File: config.mk
export PLATFORM = sky130hd
export DESIGN_NAME = motor_cmd
export DESIGN_NICKNAME = d
export VERILOG_FILES = /design/src/rtl/motor_cmd.sv
export SDC_FILE = /design/constraint.sdc
export NUM_CORES = 1
export LEC_CHECK = 0
export ABC_AREA = 1
export CAP_MARGIN = 5
export CORE_MARGIN = 2
export CORE_UTILIZATION = 44
export CTS_BUF_LIST = sky130_fd_sc_hd__clkbuf_4 sky130_fd_sc_hd__clkbuf_8 sky130_fd_sc_hd__clkbuf_16
export DETAILED_ROUTE_END_ITERATION = 7
export GPL_ROUTABILITY_DRIVEN = 0
export HOLD_SLACK_MARGIN = 0.05
export PLACE_DENSITY = 0.65
export SLEW_MARGIN = 20
export SYNTH_ARGS = -nofsm -noshare
export SYNTH_HDL_FRONTEND = slang
export SYNTH_SLANG_ARGS = --single-unit
File: constraint.sdc
create_clock -name sclk -period 4.9 [get_ports sclk]
set_clock_uncertainty 0.05 [all_clocks]
set_input_delay 0.735 -clock sclk [delete_from_list [all_inputs] [get_ports sclk]]
set_output_delay 0.735 -clock sclk [all_outputs]
set_load 0.02 [all_outputs]
File: src/rtl/motor_cmd.sv
// Motor command sequencer: debounces fwd/rev/stop buttons and drives pwm enable/direct,
// forcing a fixed brake interval with enable low around every reversal and stop.
module motor_cmd #(
    parameter int DEB_CNT  = 1_000_000,
    parameter int DEAD_CNT = 25_000_000
) (
    input  logic       sclk,
    input  logic       s_rst_n,
    input  logic       key_fwd,
    input  logic       key_rev,
    input  logic       key_stop,
    output logic       enable,
    output logic       direct,
    output logic [1:0] state
);

    localparam int DW = $clog2(DEB_CNT + 1);
    localparam int TW = $clog2(DEAD_CNT + 1);

    localparam logic [1:0] ST_IDLE  = 2'b00;
    localparam logic [1:0] ST_RUN   = 2'b01;
    localparam logic [1:0] ST_BRAKE = 2'b10;

    localparam logic [DW-1:0] DEB_MAX   = DW'(DEB_CNT);
    localparam logic [DW-1:0] DEB_ARM   = DW'(DEB_CNT - 1);
    localparam logic [TW-1:0] DEAD_LAST = TW'(DEAD_CNT - 1);

    // Bit order everywhere: [2] stop, [1] rev, [0] fwd
    logic [2:0]    key_raw_s;
    logic [2:0]    sync1_r;
    logic [2:0]    sync2_r;
    logic [2:0]    press_r;
    logic [DW-1:0] deb_cnt_r [3];

    logic          stop_s;
    logic          fwd_s;
    logic          rev_s;
    logic          pend_stop_s;
    logic          pend_dir_s;
    logic          pend_stop_r;
    logic          pend_dir_r;
    logic [TW-1:0] dead_cnt_r;

    assign key_raw_s = {key_stop, key_rev, key_fwd};

    // Synchronize, debounce and emit one press pulse per qualified key press
    always_ff @(posedge sclk or negedge s_rst_n) begin
        if (!s_rst_n) begin
            sync1_r <= 3'b111;
            sync2_r <= 3'b111;
            press_r <= 3'b000;
            for (int i = 0; i < 3; i++) begin
                deb_cnt_r[i] <= '0;
            end
        end else begin
            sync1_r <= key_raw_s;
            sync2_r <= sync1_r;
            for (int i = 0; i < 3; i++) begin
                if (sync2_r[i]) begin
                    deb_cnt_r[i] <= '0;
                    press_r[i]   <= 1'b0;
                end else begin
                    if (deb_cnt_r[i] < DEB_MAX) begin
                        deb_cnt_r[i] <= deb_cnt_r[i] + DW'(1);
                    end else begin
                        deb_cnt_r[i] <= deb_cnt_r[i];
                    end
                    press_r[i] <= (deb_cnt_r[i] == DEB_ARM);
                end
            end
        end
    end

    // Resolve same-cycle pulses (stop > fwd > rev) and compute the updated pending request
    always_comb begin
        stop_s      = press_r[2];
        fwd_s       = press_r[0] & ~press_r[2];
        rev_s       = press_r[1] & ~press_r[2] & ~press_r[0];
        pend_stop_s = pend_stop_r;
        pend_dir_s  = pend_dir_r;
        if (stop_s) begin
            pend_stop_s = 1'b1;
        end else if (fwd_s) begin
            pend_stop_s = 1'b0;
            pend_dir_s  = 1'b1;
        end else if (rev_s) begin
            pend_stop_s = 1'b0;
            pend_dir_s  = 1'b0;
        end else begin
            pend_stop_s = pend_stop_r;
            pend_dir_s  = pend_dir_r;
        end
    end

    // Sequencer: direct only ever changes on an edge where enable was already low
    always_ff @(posedge sclk or negedge s_rst_n) begin
        if (!s_rst_n) begin
            state       <= ST_IDLE;
            enable      <= 1'b0;
            direct      <= 1'b1;
            pend_stop_r <= 1'b1;
            pend_dir_r  <= 1'b1;
            dead_cnt_r  <= '0;
        end else begin
            case (state)
                ST_IDLE: begin
                    if (fwd_s) begin
                        state  <= ST_RUN;
                        enable <= 1'b1;
                        direct <= 1'b1;
                    end else if (rev_s) begin
                        state  <= ST_RUN;
                        enable <= 1'b1;
                        direct <= 1'b0;
                    end else begin
                        state  <= ST_IDLE;
                        enable <= 1'b0;
                    end
                end
                ST_RUN: begin
                    if (stop_s || (fwd_s && !direct) || (rev_s && direct)) begin
                        state       <= ST_BRAKE;
                        enable      <= 1'b0;
                        dead_cnt_r  <= '0;
                        pend_stop_r <= pend_stop_s;
                        pend_dir_r  <= pend_dir_s;
                    end else begin
                        state  <= ST_RUN;
                        enable <= 1'b1;
                    end
                end
                ST_BRAKE: begin
                    pend_stop_r <= pend_stop_s;
                    pend_dir_r  <= pend_dir_s;
                    if (dead_cnt_r == DEAD_LAST) begin
                        dead_cnt_r <= '0;
                        if (pend_stop_s) begin
                            state  <= ST_IDLE;
                            enable <= 1'b0;
                        end else begin
                            state  <= ST_RUN;
                            enable <= 1'b1;
                            direct <= pend_dir_s;
                        end
                    end else begin
                        dead_cnt_r <= dead_cnt_r + TW'(1);
                        enable     <= 1'b0;
                    end
                end
                default: begin
                    state      <= ST_IDLE;
                    enable     <= 1'b0;
                    dead_cnt_r <= '0;
                end
            endcase
        end
    end

endmodule
Word-level counts from Yosys, hierarchy flattened. Cells that the tools add are included.

Output and inout bits: 4. Input bits: 5. Register bits after elaboration: 100. Word-level logic and storage cells: 88.

Mux-type cells: 39. Equality and inequality tests: 10. Bitwise operators: 6. $lt $le $gt $ge: 3. Add/sub/neg operators: 4. Reductions and logical operators: 14.

Operator list (count): 20-bit two-way mux (6); 25-bit case mux with 3 select lines (1); 20-bit by 1-bit adder with 20-bit output (second input constant) (3); 20-bit == test (second input constant) (3); 20-bit < comparator (second input constant) (3); 25-bit two-way mux (2); 25-bit by 1-bit adder with 25-bit output (second input constant) (1); 25-bit == test (second input constant) (1); 1-bit two-way mux (23); 2-bit nonzero test (5); 2-bit != test (second input constant) (3); 1-bit case mux with 2 select lines (3); 2-bit case mux with 3 select lines (1); 2-bit two-way mux (2); 2-bit AND reduction (2); 4-bit AND reduction (1); 1-bit bitwise AND (3); 3-bit != test (second input constant) (1); 1-bit inverter (3); 1-bit case mux with 3 select lines (1); 2-bit by 1-bit == test with 1-bit output (second input constant) (1); 2-bit == test (second input constant) (1); 1-bit logical AND (2); 2-bit zero test (1); other kinds (2) (3).

Logic depth before layout (Yosys ltp). Gate-level depths: netlist (run 1).

Depth after elaboration: 9. Mapped depth: 10. Depth with buffers taken out: 10.

Worst setup path after synthesis (run 1). OpenSTA, ideal clock, no wires.

Path type: flip-flop to flip-flop. Start point: register dead_cnt_r[0]. End point: register dead_cnt_r[20]. Required time: 4.732 ns. Arrival time: 1.407 ns. Buffers on the path: 1. Clock period less this slack: 1.575 ns. Cell stages (with the launch flop): 10. Setup slack: 3.325 ns. Setup time: 0.118 ns. Cells stage by stage: dfrtp_1 ha_1 inv_1 nor2_4 nand3_2 nor2_2 nand2_2 buf_6 nand4_1 nand2_1.

Longest elaborated chain between the ends: 3. Elaborated cells between the ends (all ways): 4. Those cells by class: add/sub (1); eq/ne (1); mux (2).

RTL lines: start, declared (line 42) `logic [TW-1:0] dead_cnt_r;`; start signal, assigned (line 146) `dead_cnt_r <= dead_cnt_r + TW'(1);`; 25-bit by 1-bit adder with 25-bit output or 25-bit == test (tied branches) (line 146, 135); 25-bit two-way mux * (line 135) `if (dead_cnt_r == DEAD_LAST) begin`; 25-bit case mux with 3 select lines * (line 105) `case (state)`.

Every way passes the cells marked *; elsewhere a longest branch is shown, timed or not. A chain may end at the register's enable or synchronous reset.

Worst setup path after layout (run 1).
Start point: register direct. End point: output direct.

RTL lines: start, declared (line 13) `output logic direct,`; start signal, assigned (line 143) `direct <= pend_dir_s;`.

No word-level cell between the ends.

==> results.rst, run 1 <==
.. list-table::
   :header-rows: 1

   * - Metric
     - Value
   * - Count of nets after finishing
     - roughly 900
   * - Leading post-synthesis cells by cell area
     - dfrtp_1 38%, nand2_1 18%, nor2_1 8.0%
   * - Critical setup path kind
     - reg2out
   * - Final cycle utilization of the critical path
     - 46.6%
   * - Clock root buffer
     - clkbuf_16
   * - X dimension of the die
     - 121 um
   * - Pwr Density
     - around 250 nW/um2
   * - Vias per cell
     - 5.13
   * - Critical Path Slowest Stage Cell
     - clkdlybuf4s50_1
   * - Number of optimization iterations in the first detailed-route pass
     - 5
   * - Core area
     - between 10000 and 15000 um2
   * - Static Leak
     - about 2.9 nW
   * - Beginning of the worst register-to-register path
     - sync2_r[1]
   * - Synth Warn #
     - 0
   * - Result of the run
     - complete, no violations
   * - Cell family contributing the most delay on the critical path
     - buffers and inverters
   * - FILL cells
     - 1404
   * - Commonest cells after routing, fill and taps aside
     - 288 x nand2_1, 129 x nor2_1, 92 x nand3_1, 91 x dfrtp_1, 86 x inv_1
   * - Clock tree from TritonCTS
     - yes
   * - Nets in the synthesized netlist
     - about 900
   * - Number of cells upsized or downsized after cts
     - 0
   * - Crit Path Max Fanout
     - 4
   * - Final Hold Slack
     - between 300 and 400 ps
   * - Max Freq
     - 438 MHz
   * - Remaining max-slew budget at the tightest pin
     - 43.2%
   * - Final hold violation count
     - 0
   * - Largest net degree at the start of global routing
     - 68
   * - Count of endpoints failing setup in the final report
     - 0
   * - Top-area cell type share of the netlist area
     - 37.6%
   * - Ordered cell list for the critical path
     - clkdlybuf4s50_1
   * - Die area
     - 14700 um2
   * - Total global routing overflow
     - 0
   * - WP data required
     - ~4100 ps
   * - Drt total wl
     - 13700 um
   * - Post-route insts no fill
     - between 1000 and 1500
   * - Starting density of the core
     - 45.4%
   * - Instance count after placement with tap cells included
     - 1059
   * - Core Util, Final
     - between 40 and 50%
   * - Cell depth of the worst flop-to-flop path
     - 5
   * - # rows
     - 42
   * - Worst hold-check path type
     - reg2reg
   * - Mapped Area
     - 6060 um2
   * - Critical path capture point type
     - output pin
   * - Initial antenna violation count
     - 0
   * - Maximum capacitance violations
     - 0
   * - H-tree depth reported by CTS
     - 3
   * - Post-CTS setup buffer count
     - 0
   * - Post-route ant nets
     - 0
   * - Number of buffers added to fix hold violations after cts
     - 0
   * - Post-synthesis to final-layout area growth
     - 8.93%
   * - Insertion delay to the later sink of the worst-skew pair
     - 350 ps
   * - Total via count after detailed routing
     - ~5500
   * - IO buf count
     - 8
   * - Routed wire per std cell
     - 12.8 um
   * - Worst hold start
     - sync1_r[2]
   * - Setup TNS
     - 0 ps
   * - Data arrival time at the worst-slack endpoint
     - 1500 ps
   * - Sink Count
     - 100
   * - Initial detailed-routing violation count
     - 390
   * - Total count of max-transition violations in the final report
     - 0
   * - Post-synthesis average cell area
     - 6.83 um2
   * - Most frequent standard cell in the layout excluding fill and tap cells
     - nand2_1
   * - Number of cells traversed by the worst hold path
     - 0
   * - Endpoint, Worst Hold
     - sync2_r[2]
   * - Delay contributed by the slowest stage of the critical path
     - 600 ps
   * - Reg-to-reg setup timing slack
     - 2720 ps
   * - Inserted Clock Buffers
     - 9
   * - Post-synthesis cell count
     - 887
   * - Post-route DRC violation count
     - 0
   * - Fraction of final layout cells sized beyond drive strength 1
     - 5.12%
   * - Least-Margin Pin Slew
     - 852 ps
   * - Library cells used by synthesis
     - 36
   * - Sequential area share after synthesis
     - 41.5%
   * - Post-route minimum period
     - 2280 ps
   * - Top-level I/O count
     - 9
   * - Number of buffer and inverter stages on the critical path
     - 1
   * - HPWL after DPL
     - 9790 um
   * - Vias in the first global route
     - just under 5000
   * - CTS clock-pin slew for the worst setup and hold paths
     - around 70 ps
   * - Capture point of the worst reg-to-reg path
     - deb_cnt_r[35]
   * - Global-route usage over all layers
     - 20.2%
   * - Cell type with the largest total area after synthesis
     - dfrtp_1
   * - Diodes inserted
     - 0
   * - Wire length of the first global-routing pass
     - about 24000 um
   * - Total design power
     - 0.00163 W
   * - Die Y-Extent
     - 121 um
   * - Post-synthesis register bit count
     - 100
   * - Buffer depth of the longest clock path
     - 2
   * - Peak ir drop on the vdd network
     - about 0.24 mV
   * - Startpoint type of the worst setup path
     - flip-flop
   * - Unrepaired setup endpoints after global routing
     - false
## logic make-up after synthesis
family | share of synthesized area [%]
AOI/OAI and AO/OA | 7.36
xor gates and xnor gates | 2.02
adders and majority gates | 0.826
buffers and inverters | 6.82
DFF | 41.5
muxes | 0.165
and+or+nand+nor | 41.3
## registers in the layout, indices dropped and copies added (netlist names)
name and count:
enable 1, pend_dir_r 1, press_r 3, dead_cnt_r 25, direct 1, sync2_r 3
sync1_r 3, deb_cnt_r 60, state 2, pend_stop_r 1
## per-layer routing
metal	vias up	track usage, %	wire, um
met2	92	31.9	6220
met5	-	0	0
met1	2512	28.4	6920
li1	2899	-	-
met4	0	4.38	111
met3	9	4.79	501
## Yosys cell counts, drive strengths merged
cell type,number
a31oi,1
nand3,93
dfstp,9
mux2i,1
xor2,12
o22ai,3
o211ai,1
nor3b,1
ha,4
nor4,3
nand2,292
and2,1
dfrtp,91
o21ai,53
o21bai,6
a21oi,16
inv,88
nand4,44
clkbuf,4
nor2,135
o21a,1
buf,9
nor3,10
xnor2,2
clkinv,3
or2,4
## worst max-delay path by stage
stage	start	end	slack (ps)	cells after the start
2_1_floorplan	dead_cnt_r[0]	dead_cnt_r[20]	3320	9
4_1_cts	direct	direct	2590	1
5_1_grt	sync2_r[1]	deb_cnt_r[34]	2510	5
6_report	direct	direct	2620	1
3_3_place_gp	sync2_r[1]	deb_cnt_r[35]	2770	5
3_5_place_dp	sync2_r[1]	deb_cnt_r[35]	2730	5
## power by group
part | switching [W] | internal (W) | total [W]
registers | 0.00000963 | 0.000835 | 0.000845
clock network | 0.000326 | 0.000418 | 0.000744
logic | 0.0000312 | 0.0000106 | 0.0000418
total | 0.000367 | 0.00126 | 0.00163
## metrics by stage
stage	instance area, um2	setup slack (ps)
detailed placement	6290	2730
floorplan	6060	3320
finish	6600	2620
global placement	6290	2770
CTS	6600	2590
global route	6600	2510
## area by class of cell
type / instances / area [um2] / share of cell area, %
multi-input combinational: 683 / 3130 / 47.4
sequential: 100 / 2510 / 38.1
inverter: 91 / 342 / 5.18
clock buffer: 11 / 246 / 3.74
tap: 176 / 220 / 3.34
timing repair buffer: 9 / 85.1 / 1.29
clock inverter: 5 / 60.1 / 0.910
No activity file was read; power rests on OpenSTA's default activity.
==> run 2: changes to the inputs <==
--- a/config.mk
+++ b/config.mk
@@ -13,7 +13,7 @@
 export DETAILED_ROUTE_END_ITERATION = 7
 export GPL_ROUTABILITY_DRIVEN = 0
 export HOLD_SLACK_MARGIN = 0.05
-export PLACE_DENSITY = 0.65
+export PLACE_DENSITY = 0.68
 export SLEW_MARGIN = 20
 export SYNTH_ARGS = -nofsm -noshare
 export SYNTH_HDL_FRONTEND = slang
==> constraint.sdc (replaced) <==
create_clock -name sclk -period 1.95 [get_ports sclk]
set_clock_uncertainty 0.05 [all_clocks]
set_input_delay 0.2925 -clock sclk [delete_from_list [all_inputs] [get_ports sclk]]
set_output_delay 0.2925 -clock sclk [all_outputs]
set_load 0.02 [all_outputs]
==> run 2 against run 1 <==
Compared with the run above: critical path depth increased by 6; clock-buffer cell count increased by 1; sequential share of layout area decreased by 0.92 points; sequential power increased to 2.5 times the previous value; register-to-register slack got worse by 2600 ps; non-clock buffer count increased by 16; die area unchanged; clock power increased by 140%; largest power group unchanged; highest routed layer unchanged; via count increased by 3.0%; hold slack got worse by 19 ps; final area increased by 2.5%.
==> results.rst, run 2 (synthesized netlist as in run 1, its figures left out) <==
.. list-table::
   :header-rows: 1

   * - Metric
     - Value
   * - Total count of max-transition violations in the final report
     - 0
   * - # rows
     - between 40 and 50
   * - Critical Path Slowest Stage Cell
     - dfrtp_1
   * - Internal power of the cells
     - just over 0.003 W
   * - Comb power frac
     - under 10%
   * - Detailed-route wire length on metal 1
     - 6950 um
   * - Final hold violation count
     - 0
   * - Critical path capture point type
     - flip-flop
   * - Most common cell type on the critical path
     - nand2_1
   * - Post-route DRC violation count
     - 0
   * - Count of nets after finishing
     - 920
   * - Drt total wl
     - 14100 um
   * - Ordered cell list for the critical path
     - nor2_1 -> nand2_1 -> o21ai_0 -> nand2_1 -> nand2_1 -> clkinvlp_4 -> o21ai_0
   * - Post-CTS setup buffer count
     - 0
   * - Delay contributed by the slowest stage of the critical path
     - 450 ps
   * - Data arrival time at the worst-slack endpoint
     - 2010 ps
   * - Number of flip-flops in the largest register
     - 60
   * - Critical setup path kind
     - reg2reg
   * - Setup TNS
     - 0 ps
   * - Max Freq
     - between 500 and 600 MHz
   * - Initial detailed-routing violation count
     - 446
   * - Largest net degree at the start of global routing
     - 41
   * - Starting density of the core
     - 45.4%
   * - Insertion delay to the later sink of the worst-skew pair
     - between 300 and 400 ps
   * - Count of endpoints failing setup in the final report
     - 0
   * - Post-route minimum period
     - 1790 ps
   * - Unrepaired setup endpoints after global routing
     - false
   * - Wire length of the first global-routing pass
     - ~24000 um
   * - H-tree depth reported by CTS
     - 3
   * - Remaining max-slew budget at the tightest pin
     - 67.7%
   * - Total global routing overflow
     - 0
   * - Final cycle utilization of the critical path
     - 92.0%
   * - Post-route ant nets
     - 0
   * - HPWL after DPL
     - 10000 um
   * - Clock root buffer
     - clkbuf_16
   * - Reg with most FFs
     - deb_cnt_r
   * - Total via count after detailed routing
     - between 5000 and 6000
   * - Fraction of final layout cells sized beyond drive strength 1
     - 6.99%
   * - WP data required
     - 2170 ps
   * - Global-route usage over all layers
     - 20.2%
   * - IO buf count
     - 8
   * - Sw Share
     - a little under a quarter
   * - Commonest cells after routing, fill and taps aside
     - 288 x nand2_1, 129 x nor2_1, 92 x nand3_1, 91 x dfrtp_1, 85 x inv_1
   * - Most frequent standard cell in the layout excluding fill and tap cells
     - nand2_1
   * - Portion of total power attributed to sequential cells
     - 53.1%
   * - Top-level I/O count
     - 9
   * - Static Leak
     - 2.95 nW
   * - Clock tree from TritonCTS
     - yes
   * - Diodes inserted
     - 0
   * - Result of the run
     - complete, no violations
   * - Vias per cell
     - slightly above 5
   * - Routed length on met2
     - 6370 um
   * - Peak ir drop on the vdd network
     - between 0.4 and 0.5 mV
   * - Total met3 wirelength after detailed routing
     - 536 um
   * - Die Y-Extent
     - 121 um
   * - Core area
     - 13300 um2
   * - Largest registers in the final layout
     - deb_cnt_r x60, dead_cnt_r x25
   * - Vias in the first global route
     - 5123
   * - Maximum capacitance violations
     - 0
   * - Least-Margin Pin Slew
     - 480 ps
   * - CTS clock-pin slew for the worst setup and hold paths
     - 70 ps
   * - Pwr Density
     - 592 nW/um2
   * - Inserted Clock Buffers
     - 9
   * - Routed wire per std cell
     - 12.9 um
   * - X dimension of the die
     - 121 um
   * - Number of optimization iterations in the first detailed-route pass
     - 5
   * - Part of the power in the clock network
     - ~44%
   * - Switching power
     - 0.000904 W
   * - Post-synthesis to final-layout area growth
     - 11.6%
   * - Initial antenna violation count
     - 0
   * - Die area
     - around 15000 um2
   * - Buffer depth of the longest clock path
     - 2
   * - Uppermost routed layer
     - met4
   * - Worst hold-check path type
     - in2reg
   * - Final Hold Slack
     - 287 ps
   * - Sink Count
     - 100
   * - Startpoint type of the worst setup path
     - flip-flop
   * - Crit Path Max Fanout
     - 13
run 2: worst paths after layout:
path / cells after the start / end / slack (ps) / start
worst max-delay path: 7 / deb_cnt_r[50] / 160 / deb_cnt_r[50]
worst min-delay path: 1 / sync1_r[0] / 290 / key_fwd
worst max register to register: 7 / deb_cnt_r[50] / 160 / deb_cnt_r[50]
worst min register to register: 0 / sync2_r[2] / 300 / sync1_r[2]
max in group asynchronous: 3 / pend_stop_r / 840 / s_rst_n
min in group asynchronous: 2 / deb_cnt_r[22] / 370 / s_rst_n
run 2: through the flow:
stage | area, um2 | setup WS, ps | util [%] | power [W] | cells
6_report | 6760 | 156 | 50.6 | 0.00400 | 1092
5_1_grt | 6760 | 2.93 | 50.6 | 0.00417 | 1092
4_1_cts | 6740 | 14.6 | 50.5 | 0.00409 | 1091
3_5_place_dp | 6440 | 128 | 48.2 | 0.00229 | 1074
3_3_place_gp | 6440 | 264 | 48.2 | 0.00229 | 1074
2_1_floorplan | 6060 | 375 | - | 0.00221 | 887
run 2: what timing repair did:
item | CTS | global route
hold buffers | 1 | 0
setup endpoints to repair | 0 | 4
resized for setup | 0 | 4
hold endpoints to repair | 25 | 0
run 2: worst max-delay path, delay by kind of cell (launching register included):
| kind | cells | cell delay, ps |
|---|---|---|
| AOI/OAI and AO/OA | 2 | 410 |
| buffers and inverters | 1 | 290 |
| DFF | 1 | 450 |
| and+or+nand+nor | 4 | 520 |
run 2: power groups by stage:
stage | registers (W) | logic [W] | clock network, W
after floorplan | 0.00216 | 0.0000474 | 0
after global placement | 0.00216 | 0.000125 | 0
after detailed placement | 0.00216 | 0.000125 | 0
after CTS | 0.00212 | 0.000127 | 0.00183
after global routing | 0.00213 | 0.000144 | 0.00190
final | 0.00212 | 0.000123 | 0.00175
run 2: cell type report:
type,count,area [um2]
Timing Repair inverter,1,7.51
Sequential cell,100,2510
Inverter,91,345
Clock buffer,12,260
Tap cell,176,220
Fill cell,1328,6590
Timing Repair Buffer,25,248
Multi-Input combinational cell,683,3130
Clock inverter,4,32.5
run 2: metal layers:
layer,GRT usage [%],vias up
met5,0,-
met2,32.0,107
met1,27.6,2624
li1,-,2929
met4,6.54,0
met3,4.28,17
